--- src/rtl/grf_hazard_ctrl_pkg.sv ---
`default_nettype none
// ============================================================================
//  Module      : grf_hz_pkg
//  Description : Shared encodings, pipeline slot type and helpers for the
//                GRF hazard / scoreboard controller.
//  Revision    : 1.0 - initial release
// ============================================================================
package grf_hz_pkg;

    // Forwarding select encodings for the D-stage rs/rt read ports
    localparam logic [1:0] FWD_GRF   = 2'd0;
    localparam logic [1:0] FWD_M     = 2'd1;
    localparam logic [1:0] FWD_E     = 2'd2;

    // Operand is not read by the instruction at all
    localparam logic [1:0] TUSE_NONE = 2'd3;

    // One in-flight GRF writer
    typedef struct packed {
        logic       valid;
        logic [4:0] dst;
        logic [1:0] tnew_rem;
    } grf_slot_t;

    // Remaining-latency countdown that stops at zero
    function automatic logic [1:0] sat_dec(input logic [1:0] v);
        return (v == 2'd0) ? 2'd0 : v - 2'd1;
    endfunction

endpackage
`default_nettype wire

--- src/rtl/grf_hazard_ctrl_md_busy_timer.sv ---
`default_nettype none
// ============================================================================
//  Module      : md_busy_timer
//  Description : Busy-window counter for the multiply/divide unit. Loads the
//                operation latency on issue and counts down to zero.
//  Revision    : 1.0 - initial release
// ============================================================================
module md_busy_timer #(
    parameter int MULT_CYC = 5,
    parameter int DIV_CYC  = 10,
    parameter int CNT_W    = 4
) (
    input  logic clk,
    input  logic reset,
    input  logic load,
    input  logic load_div,
    output logic busy
);

    logic [CNT_W-1:0] md_cnt;

    // Load on an accepted md start, otherwise count down and hold at zero
    always_ff @(posedge clk) begin
        if (reset) begin
            md_cnt <= '0;
        end else if (load) begin
            md_cnt <= load_div ? CNT_W'(DIV_CYC) : CNT_W'(MULT_CYC);
        end else if (md_cnt != '0) begin
            md_cnt <= md_cnt - CNT_W'(1);
        end
    end

    assign busy = (md_cnt != '0);

endmodule
`default_nettype wire

--- src/rtl/grf_hazard_ctrl.sv ---
`default_nettype none
// ============================================================================
//  Module      : grf_hazard_ctrl
//  Description : GRF scoreboard for the 5-stage pipeline. Tracks E/M/W
//                writers, generates the D-stage stall and the rs/rt
//                forwarding selects, and gates HI/LO access on md busy.
//  Revision    : 1.0 - initial release
// ============================================================================
module grf_hazard_ctrl
    import grf_hz_pkg::*;
#(
    parameter int MULT_CYC = 5,
    parameter int DIV_CYC  = 10,
    parameter int CNT_W    = 4
) (
    input  logic        clk,
    input  logic        reset,
    input  logic        id_valid,
    input  logic [4:0]  id_rs,
    input  logic [4:0]  id_rt,
    input  logic [1:0]  id_tuse_rs,
    input  logic [1:0]  id_tuse_rt,
    input  logic [4:0]  id_dst,
    input  logic [1:0]  id_tnew,
    input  logic        id_md_start,
    input  logic        id_md_div,
    input  logic        id_md_use,
    output logic        stall,
    output logic [1:0]  fwd_rs_sel,
    output logic [1:0]  fwd_rt_sel,
    output logic        md_busy,
    output logic [31:0] pend_mask
);

    grf_slot_t slot_e;
    grf_slot_t slot_m;
    grf_slot_t slot_w;
    grf_slot_t issue_slot;

    logic rs_stall;
    logic rt_stall;
    logic md_stall;
    logic issue;

    // Data hazard for one source: the youngest matching writer decides
    function automatic logic src_stall(input logic [4:0] s, input logic [1:0] tuse,
                                       input grf_slot_t e, input grf_slot_t m,
                                       input grf_slot_t w);
        if (s == 5'd0 || tuse == TUSE_NONE) return 1'b0;
        if (e.valid && e.dst == s) return (e.tnew_rem > tuse);
        if (m.valid && m.dst == s) return (m.tnew_rem > tuse);
        if (w.valid && w.dst == s) return (w.tnew_rem > tuse);
        return 1'b0;
    endfunction

    // Forward select for one source; a not-yet-ready youngest writer
    // shadows any older ready one, so the value falls back to the GRF
    function automatic logic [1:0] src_sel(input logic [4:0] s,
                                           input grf_slot_t e, input grf_slot_t m);
        if (s == 5'd0) return FWD_GRF;
        if (e.valid && e.dst == s) return (e.tnew_rem == 2'd0) ? FWD_E : FWD_GRF;
        if (m.valid && m.dst == s) return (m.tnew_rem == 2'd0) ? FWD_M : FWD_GRF;
        return FWD_GRF;
    endfunction

    // D-stage hazard evaluation, purely from slot state and D inputs
    always_comb begin
        issue_slot.valid    = (id_dst != 5'd0);
        issue_slot.dst      = id_dst;
        issue_slot.tnew_rem = id_tnew;

        rs_stall   = src_stall(id_rs, id_tuse_rs, slot_e, slot_m, slot_w);
        rt_stall   = src_stall(id_rt, id_tuse_rt, slot_e, slot_m, slot_w);
        md_stall   = id_md_use && md_busy;
        stall      = id_valid && (rs_stall || rt_stall || md_stall);
        issue      = id_valid && !stall;

        fwd_rs_sel = src_sel(id_rs, slot_e, slot_m);
        fwd_rt_sel = src_sel(id_rt, slot_e, slot_m);
    end

    // Advance the E -> M -> W writer pipeline; a stall injects a bubble
    always_ff @(posedge clk) begin
        if (reset) begin
            slot_e <= '0;
            slot_m <= '0;
            slot_w <= '0;
        end else begin
            slot_w          <= slot_m;
            slot_w.tnew_rem <= sat_dec(slot_m.tnew_rem);
            slot_m          <= slot_e;
            slot_m.tnew_rem <= sat_dec(slot_e.tnew_rem);
            slot_e          <= issue ? issue_slot : '0;
        end
    end

    // Pending-writer mask; $0 is never a real destination
    for (genvar r = 0; r < 32; r++) begin : g_pend
        if (r == 0) begin : g_zero
            assign pend_mask[r] = 1'b0;
        end else begin : g_reg
            assign pend_mask[r] = (slot_e.valid && slot_e.dst == 5'(r)) ||
                                  (slot_m.valid && slot_m.dst == 5'(r)) ||
                                  (slot_w.valid && slot_w.dst == 5'(r));
        end
    end

    md_busy_timer #(
        .MULT_CYC (MULT_CYC),
        .DIV_CYC  (DIV_CYC),
        .CNT_W    (CNT_W)
    ) u_md_timer (
        .clk      (clk),
        .reset    (reset),
        .load     (issue && id_md_start),
        .load_div (id_md_div),
        .busy     (md_busy)
    );

endmodule
`default_nettype wire

--- config.mk ---
export PLATFORM = sky130hd
export DESIGN_NAME = grf_hazard_ctrl
export DESIGN_NICKNAME = d
export VERILOG_FILES = /design/src/rtl/grf_hazard_ctrl_pkg.sv /design/src/rtl/grf_hazard_ctrl_md_busy_timer.sv /design/src/rtl/grf_hazard_ctrl.sv
export SDC_FILE = /design/constraint.sdc
export NUM_CORES = 1
export LEC_CHECK = 0
export CORE_ASPECT_RATIO = 1.5
export CORE_MARGIN = 4
export CORE_UTILIZATION = 55
export CTS_BUF_LIST = sky130_fd_sc_hd__clkbuf_4
export DETAILED_ROUTE_END_ITERATION = 8
export GPL_TIMING_DRIVEN = 0
export PLACE_DENSITY = 0.88
export SYNTH_ARGS = -nofsm -noshare
export SYNTH_HDL_FRONTEND = slang
export SYNTH_SLANG_ARGS = --single-unit
export TNS_END_PERCENT = 5
--- constraint.sdc ---
create_clock -name clk -period 5.54 [get_ports clk]
set_clock_uncertainty 0.2 [all_clocks]
set_input_delay 0.554 -clock clk [delete_from_list [all_inputs] [get_ports clk]]
set_output_delay 0.554 -clock clk [all_outputs]
set_load 0.05 [all_outputs]
* After elaboration in Yosys (flattened, before gate mapping)
Index checks and enable logic that the tools add are counted.
** Storage, ports and cells
- Register bits after elaboration :: 28
- Input bits :: 27
- Word-level logic and storage cells :: 362
** Cells by class
- Mux-type cells :: 61
- Bitwise gates (word level) :: 1
- Equal/unequal tests :: 101
- $lt $le $gt $ge :: 6
- Add/sub/neg operators :: 3
- Reductions and logical operators :: 180
** Operator list (number)
- $eq A5 B5 Y1 const B :: 48
- $eq A5 B4 Y1 const B :: 24
- $logic_and A1 B1 Y1 :: 103
- $logic_or A1 B1 Y1 :: 66
- $eq A5 B3 Y1 const B :: 12
- $mux W1 :: 45
- $eq A5 B2 Y1 const B :: 6
- $eq A5 B5 Y1 :: 6
- $mux W2 :: 13
- $eq A5 B1 Y1 const B :: 3
- $gt A2 B2 Y1 :: 6
- $mux W4 :: 3
- $logic_not A5 Y1 :: 2
- $reduce_or A2 Y1 :: 3
- $reduce_bool A5 Y1 :: 1
- $eq A2 B2 Y1 const B :: 2
- $logic_not A2 Y1 :: 2
- $reduce_bool A4 Y1 :: 1
- $sub A2 B1 Y2 const B :: 2
- $sub A4 B1 Y4 const B :: 1
- $reduce_bool A2 Y1 :: 1
- $logic_not A1 Y1 :: 1
- $not A1 Y1 :: 1

* Logic depth before layout (Yosys ltp)
Gate-level depths: netlist of the first run.
- Depth after elaboration :: 20
- Mapped depth :: 9
- Depth with buffers taken out :: 9

* Modules after synthesis
Synthesis of the first run repeated with hierarchy kept, for this count alone.
** Second synthesis, totals
- Cells, all modules :: 350
- Area, all modules :: 2568.7 um2
** Modules (own cells, without submodules)
- grf_hazard_ctrl :: cells each 324, times used 1, seq. area each 480.5 um2, area each 2336.0 um2
- md_busy_timer :: cells each 26, times used 1, seq. area each 80.1 um2, area each 232.7 um2

* Worst setup path before layout of the first run
Ideal clock, no wire load.
- Kind :: input port to output port
- From :: in id_tuse_rs[1]
- To :: out stall
- Required time :: 4.786 ns
- Cell stages on the path :: 8
- Slack :: 2.685 ns
- Path buffers :: 0
- Data arrival time :: 2.101 ns
- Cells stage by stage :: inv_1 -> ha_1 -> nor2b_1 -> a2bb2oi_1 -> or4_1 -> o311ai_2 -> o211ai_4 -> and2_2
** On the way
- Longest elaborated chain between the ends :: 11
- Elaborated cells between the ends (all ways) :: 16
** RTL lines
- start: declaration :: line grf_hazard_ctrl.sv:21 : input logic [1:0] id_tuse_rs,
- $gt A2 B2 Y1 :: line grf_hazard_ctrl.sv:50 : if (e.valid && e.dst == s) return (e.tnew_rem > tuse);
- $mux W1 :: line grf_hazard_ctrl.sv:50
- $mux W1 :: line grf_hazard_ctrl.sv:51 : if (m.valid && m.dst == s) return (m.tnew_rem > tuse);
- $mux W1 :: line grf_hazard_ctrl.sv:52 : if (w.valid && w.dst == s) return (w.tnew_rem > tuse);
- $mux W1 :: line grf_hazard_ctrl.sv:53 : return 1'b0;
- $mux W1 :: line grf_hazard_ctrl.sv:52
- $mux W1 :: line grf_hazard_ctrl.sv:51
- $mux W1 * :: line grf_hazard_ctrl.sv:50
- $logic_or A1 B1 Y1 * (2 in a row) :: line grf_hazard_ctrl.sv:75 : stall = id_valid && (rs_stall || rt_stall || md_stall);
- $logic_and A1 B1 Y1 * :: line grf_hazard_ctrl.sv:75
- end: declaration :: line grf_hazard_ctrl.sv:28 : output logic stall,
Mark *: on every way between the ends. The rest lies on a longest branch, timed or not.

* Final worst setup path of the first run
Same ends and word-level chain as after synthesis.

==> results.tsv, run 1 <==
stage	metric	value	unit
global_routing	initial antenna violation count	0	
sta	Final period util	74.8	%
route	Initial DRT Pass Iterations	5	
clock_network	total CTS buffers	3	
sta	Tmin final	4.14	ns
floorplan	die area	5810	sq um
place	dpl ws	1.47	ns
clock_network	# hold bufs at CTS	0	
synthesis	syn_area_per_cell	7.54	sq um
route	post-route ant nets	0	
hold_path	worst hold path type	flop to flop	
clock_network	Reg clk slew, reported paths	0.15	ns
synthesis	Cells after Synth	338	
job	Max Cap Viol	0	
floorplan	Die Y	91.4	um
worst_setup_path	Worst EP required	4.79	ns
power	P_leak	1.37	nW
clock_network	CTS resizes	0	
route	Routed WL	7.96	mm
global_routing	grt ovf	0	
global_routing	GRT Resource Usage Total	28.2	%
sta	setup ws final	1.40	ns
global_routing	first-pass GRT wire length	13.0	mm
sta	FMAX	241	MHz
clock_network	H-tree Lvls	1	
global_routing	largest net degree at the start of global routing	17	
power	cell-internal power	0.423	mW
sta	slew at the pin closest to its max-slew limit	0.610	ns
power	Comb pwr share	43.7	%
floorplan	IO Pins	65	
sta	tightest slew margin relative to the limit	59.2	%
power	clock share of power	19.8	%
synthesis	Post-synth EDFFs	0	
synthesis	YS warnings	0	
synthesis	Synth cell types	45	
synthesis	synthesized cell area	2550	sq um
sta	Setup Viol. Count Final	0	
clock_network	CTS tree	built	
power	switch share	37.7	%
synthesis	Top FF cell, synth	dfxtp_1	
route	residual DRC count	0	
final_layout	share of cells above drive strength 1	5.93	%
global_routing	vias in the first global route	2803	
power	maximum VDD drop	0.000287	V
worst_setup_path	R2R Setup Slk	2.94	ns
worst_setup_path	Crit Path Max Fanout	5	
route	Wirelength per Cell	17.6	um
floorplan	Site Rows	30	
place	Final HPWL DP	6.33	mm
final_layout	antenna cells	0	
final_layout	most common cell after layout, fill and taps aside	nand2_1	
place	RD Place Congestion	1.02	
route	1st-iter DRT viols	254	
final_layout	# nets final	449	
floorplan	Initial Util	56.6	%
clock_network	Longest Clk Path Bufs	2	
synthesis	FFs w/ async S/R, synth	0	%
power	Seq pwr share	36.5	%
final_layout	most frequent cells in the layout	nand2_1, clkdlybuf4s50_1, dfxtp_1	
power	Power per Cell Area	206	nW/um^2
run_status	outcome	complete, no violations	
sta	final hold vios	0	
clock_network	setup bufs post-CTS	0	
clock_network	CTS Root Cell	clkbuf_4	
sta	pins over their slew limit	0	
clock_network	clk sinks	28	
sta	setup_tns	0	ns
place	PortBufs	63	
final_layout	Area Growth Syn to Fin	29.1	%
clock_network	latest clock arrival within the worst-skew pair	0.34	ns
final_layout	FILL cells	357	
synthesis	synthesized net count	381	
worst_setup_path	Critical Path Start Type	primary input	
sta	RSZ-0062 raised after global routing	false	
route	Via density	6.01	
power	overall power	0.679	mW
worst_setup_path	crit end category	primary output	
route	Via Count	2721	
synthesis	FF+latch count, synth	28	
synthesis	post-synthesis sequential area ratio	22.0	%
floorplan	Die X	63.6	um
power	switching pwr	0.256	mW
worst_setup_path	Worst EP arrival	3.39	ns
worst_setup_path	CP Class	primary input to primary output	
floorplan	Core ar.	4500	sq um
## cells in the mapped netlist (2+ instances only)
library cell	count	area, sq um
o31ai_1	4	30.0
nand4_1	5	31.3
nor3_1	16	80.1
nor4_4	2	42.5
nand2b_1	5	31.3
o2111a_1	2	22.5
nor2b_1	27	169
a21boi_0	2	15.0
nand2_1	68	255
buf_2	6	30.0
dfxtp_1	28	561
clkbuf_1	6	22.5
and3_1	5	31.3
a222oi_1	3	30.0
a32oi_1	6	52.6
or4_1	3	22.5
a21oi_1	2	10.0
nor2_1	25	93.8
a211oi_1	2	15.0
xnor2_1	18	158
and2_1	12	75.1
or2b_2	2	17.5
buf_6	4	45.0
o211ai_1	2	15.0
xor2_1	14	123
ha_1	16	200
buf_1	2	7.51
inv_1	13	48.8
a22oi_1	22	165
## per-stage QoR
step / utilization [%] / instance area (sq um) / hold WS, ns / std cells
6_report: 73.1 / 3290 / 0.219 / 453
5_1_grt: 73.1 / 3290 / 0.255 / 453
4_1_cts: 73.1 / 3290 / 0.219 / 453
3_5_place_dp: 71.9 / 3240 / 0.200 / 449
3_3_place_gp: 71.9 / 3240 / 0.193 / 449
2_1_floorplan: - / 2550 / 0.191 / 338
## worst max-delay path, stage by stage
cell,delay [ns]
clkdlybuf4s50_1,0.52
inv_1,0.11
ha_1,0.31
nor2b_1,0.13
a2bb2oi_1,0.14
or4_1,0.42
o311ai_2,0.13
o211ai_4,0.15
and2_2,0.21
clkdlybuf4s50_1,0.69
## path summary, 6_finish.rpt
kind         depth (start not counted)              endpoint           from
max                                 10                 stall  id_tuse_rs[1]
min                                  1             slot_w[0]      slot_m[0]
max reg2reg                          7  u_md_timer.md_cnt[0]      slot_m[5]
min reg2reg                          1             slot_w[0]      slot_m[0]
## flip-flops by register name, indices dropped and copies added (netlist names)
signal and count:
slot_e 8, slot_m 8, slot_w 8, u_md_timer.md_cnt 4
## power by group through the flow
stage | Combinational (mW) | Sequential [mW] | Clock, mW
2_1_floorplan | 0.210 | 0.244 | 0
3_3_place_gp | 0.284 | 0.250 | 0
3_5_place_dp | 0.293 | 0.252 | 0
4_1_cts | 0.296 | 0.247 | 0.136
5_1_grt | 0.329 | 0.251 | 0.143
6_report | 0.297 | 0.247 | 0.134
## final cells by class
cell class / instances / area (sq um) / area share, %
Buffer: 19 / 113 / 3.42
Clock buffer: 3 / 22.5 / 0.684
Clock inverter: 1 / 30.0 / 0.912
Inverter: 13 / 48.8 / 1.48
Multi-Input combinational cell: 278 / 1830 / 55.5
Sequential cell: 28 / 561 / 17.0
Tap cell: 48 / 60.1 / 1.82
Timing Repair Buffer: 63 / 631 / 19.1
## metal layers
layer	GRT usage (%)	vias to the layer above	part of all wire, %
li1	-	1308	-
met3	2.48	34	5.4
met4	22.0	0	6.3
met2	52.4	139	52
met1	27.6	1240	36
met5	0	-	0
## logic make-up after synthesis
| family | after synthesis | share of synthesized area (%) |
|---|---|---|
| adder cells (fa/ha/maj) | 16 | 7.85 |
| XOR/XNOR | 32 | 11.0 |
| buffers and inverters | 32 | 6.33 |
| flip-flops | 28 | 22.0 |
| other | 1 | 0.147 |
| AND/OR/NAND/NOR | 176 | 35.4 |
| AO/OA/AOI/OAI | 53 | 17.3 |
(Power assumes the default switching activity.)
==> inputs of run 2 (changes only) <==
--- a/config.mk
+++ b/config.mk
@@ -7,11 +7,11 @@
 export LEC_CHECK = 0
 export CORE_ASPECT_RATIO = 1.5
 export CORE_MARGIN = 4
-export CORE_UTILIZATION = 55
+export CORE_UTILIZATION = 46
 export CTS_BUF_LIST = sky130_fd_sc_hd__clkbuf_4
 export DETAILED_ROUTE_END_ITERATION = 8
 export GPL_TIMING_DRIVEN = 0
-export PLACE_DENSITY = 0.88
+export PLACE_DENSITY = 0.79
 export SYNTH_ARGS = -nofsm -noshare
 export SYNTH_HDL_FRONTEND = slang
 export SYNTH_SLANG_ARGS = --single-unit
==> constraint.sdc (replaced) <==
create_clock -name clk -period 3.55 [get_ports clk]
set_clock_uncertainty 0.2 [all_clocks]
set_input_delay 0.355 -clock clk [delete_from_list [all_inputs] [get_ports clk]]
set_output_delay 0.355 -clock clk [all_outputs]
set_load 0.05 [all_outputs]
==> results.tsv, run 2 (synthesized netlist as in run 1, its figures left out) <==
stage	metric	value	unit
run_status	outcome	complete, no violations	
place	RD Place Congestion	0.928	
power	Power per Cell Area	315	nW/um^2
global_routing	vias in the first global route	2563	
floorplan	Initial Util	48.6	%
floorplan	Site Rows	32	
route	Wirelength per Cell	15.5	um
clock_network	Reg clk slew, reported paths	0.15	ns
final_layout	FILL cells	473	
clock_network	total CTS buffers	3	
power	P_leak	1.37	nW
global_routing	GRT Resource Usage Total	21.7	%
hold_path	worst hold path type	flop to flop	
power	overall power	1.04	mW
worst_setup_path	Worst EP required	2.99	ns
worst_setup_path	CP Class	primary input to primary output	
clock_network	clk sinks	28	
worst_setup_path	Crit Path Max Fanout	5	
clock_network	Longest Clk Path Bufs	2	
floorplan	Core ar.	5250	sq um
sta	tightest slew margin relative to the limit	62.5	%
sta	Setup Viol. Count Final	0	
final_layout	fin cells	473	
global_routing	initial antenna violation count	0	
final_layout	Area Growth Syn to Fin	30.1	%
worst_setup_path	R2R Setup Slk	0.90	ns
global_routing	largest net degree at the start of global routing	17	
sta	pins over their slew limit	0	
place	Cells after DPL	469	
floorplan	Die X	68.8	um
clock_network	latest clock arrival within the worst-skew pair	0.33	ns
sta	Tmin final	3.41	ns
power	maximum VDD drop	0.000446	V
worst_setup_path	Worst EP arrival	2.85	ns
final_layout	biggest regs	slot_e (8), slot_m (8), slot_w (8)	
floorplan	Die Y	99.2	um
route	post-route ant nets	0	
clock_network	CTS tree	built	
sta	FMAX	293	MHz
route	Routed WL	7.34	mm
final_layout	# nets final	449	
final_layout	most frequent cells in the layout	nand2_1, clkdlybuf4s50_1, dfxtp_1	
clock_network	H-tree Lvls	1	
worst_setup_path	Critical Path Start Type	primary input	
route	Initial DRT Pass Iterations	6	
job	Max Cap Viol	0	
sta	final hold vios	0	
final_layout	share of cells above drive strength 1	5.93	%
sta	Final period util	96.0	%
sta	RSZ-0062 raised after global routing	false	
place	PortBufs	63	
route	Via density	5.72	
route	Via Count	2705	
route	residual DRC count	0	
clock_network	CTS Root Cell	clkbuf_4	
final_layout	most common cell after layout, fill and taps aside	nand2_1	
final_layout	antenna cells	0	
worst_setup_path	crit end category	primary output	
floorplan	die area	6820	sq um
global_routing	first-pass GRT wire length	11.7	mm
sta	Fin Hold WS	0.223	ns
route	1st-iter DRT viols	226	
global_routing	grt ovf	0	
sta	setup_tns	0	ns
floorplan	IO Pins	65	
sta	slew at the pin closest to its max-slew limit	0.560	ns
place	Final HPWL DP	5.92	mm
==> run 2: cell types whose count changed in the layout (fill, tap and decap cells not counted), sizes merged <==
cell and delta:
clkdlybuf4s50 -1, clkdlybuf4s15 +1
==> run 2: what timing repair did <==
action	4_1_cts	5_1_grt
gates resized for setup	1	1
setup endpoints to repair	1	1
hold buffers	0	0
setup buffers	0	0
==> run 2: worst paths after layout <==
check,depth (start not counted),from,end
max reg2reg,7,slot_m[5],u_md_timer.md_cnt[2]
max,10,id_tuse_rs[1],stall
min reg2reg,1,slot_m[0],slot_w[0]
min,1,slot_m[0],slot_w[0]
==> run 2: report_power, final <==
| group | internal, mW | switching, mW |
|---|---|---|
| Sequential | 0.353 | 0.0341 |
| Combinational | 0.192 | 0.259 |
| Clock | 0.114 | 0.0927 |
==> run 2: stage by stage <==
stage | cell area (sq um) | util, % | worst slack, ns
final | 3320 | 63.3 | 0.143
after global routing | 3320 | 63.3 | 0.0185
after CTS | 3320 | 63.2 | 0.155
after detailed placement | 3270 | 62.3 | -0.108
after global placement | 3270 | 62.3 | -0.110
after floorplan | 2550 | - | 1.08
==> run 2: layout make-up <==
type / count / area (sq um) / area share (%)
multi-input combinational: 278 / 1830 / 55.1
timing repair buffer: 63 / 631 / 19.0
sequential: 28 / 561 / 16.9
buffer: 19 / 113 / 3.39
tap: 68 / 85.1 / 2.56
inverter: 13 / 48.8 / 1.47
clock inverter: 1 / 30.0 / 0.905
clock buffer: 3 / 22.5 / 0.679
==> run 2: critical path: stages <==
cell             delay [ns]
clkdlybuf4s50_1        0.50
inv_1                  0.09
ha_1                   0.31
nor2b_1                0.13
a2bb2oi_1              0.12
or4_1                  0.42
o311ai_2               0.13
o211ai_4               0.15
and2_2                 0.21
clkdlybuf4s15_1        0.44
==> run 2: metal layers <==
metal / track usage, % / vias up / wire length (um)
met1: 24.3 / 1235 / 2820
met2: 39.0 / 131 / 3750
met3: 2.15 / 34 / 433
met5: 0 / - / 0
met4: 10.4 / 0 / 336
li1: - / 1305 / -
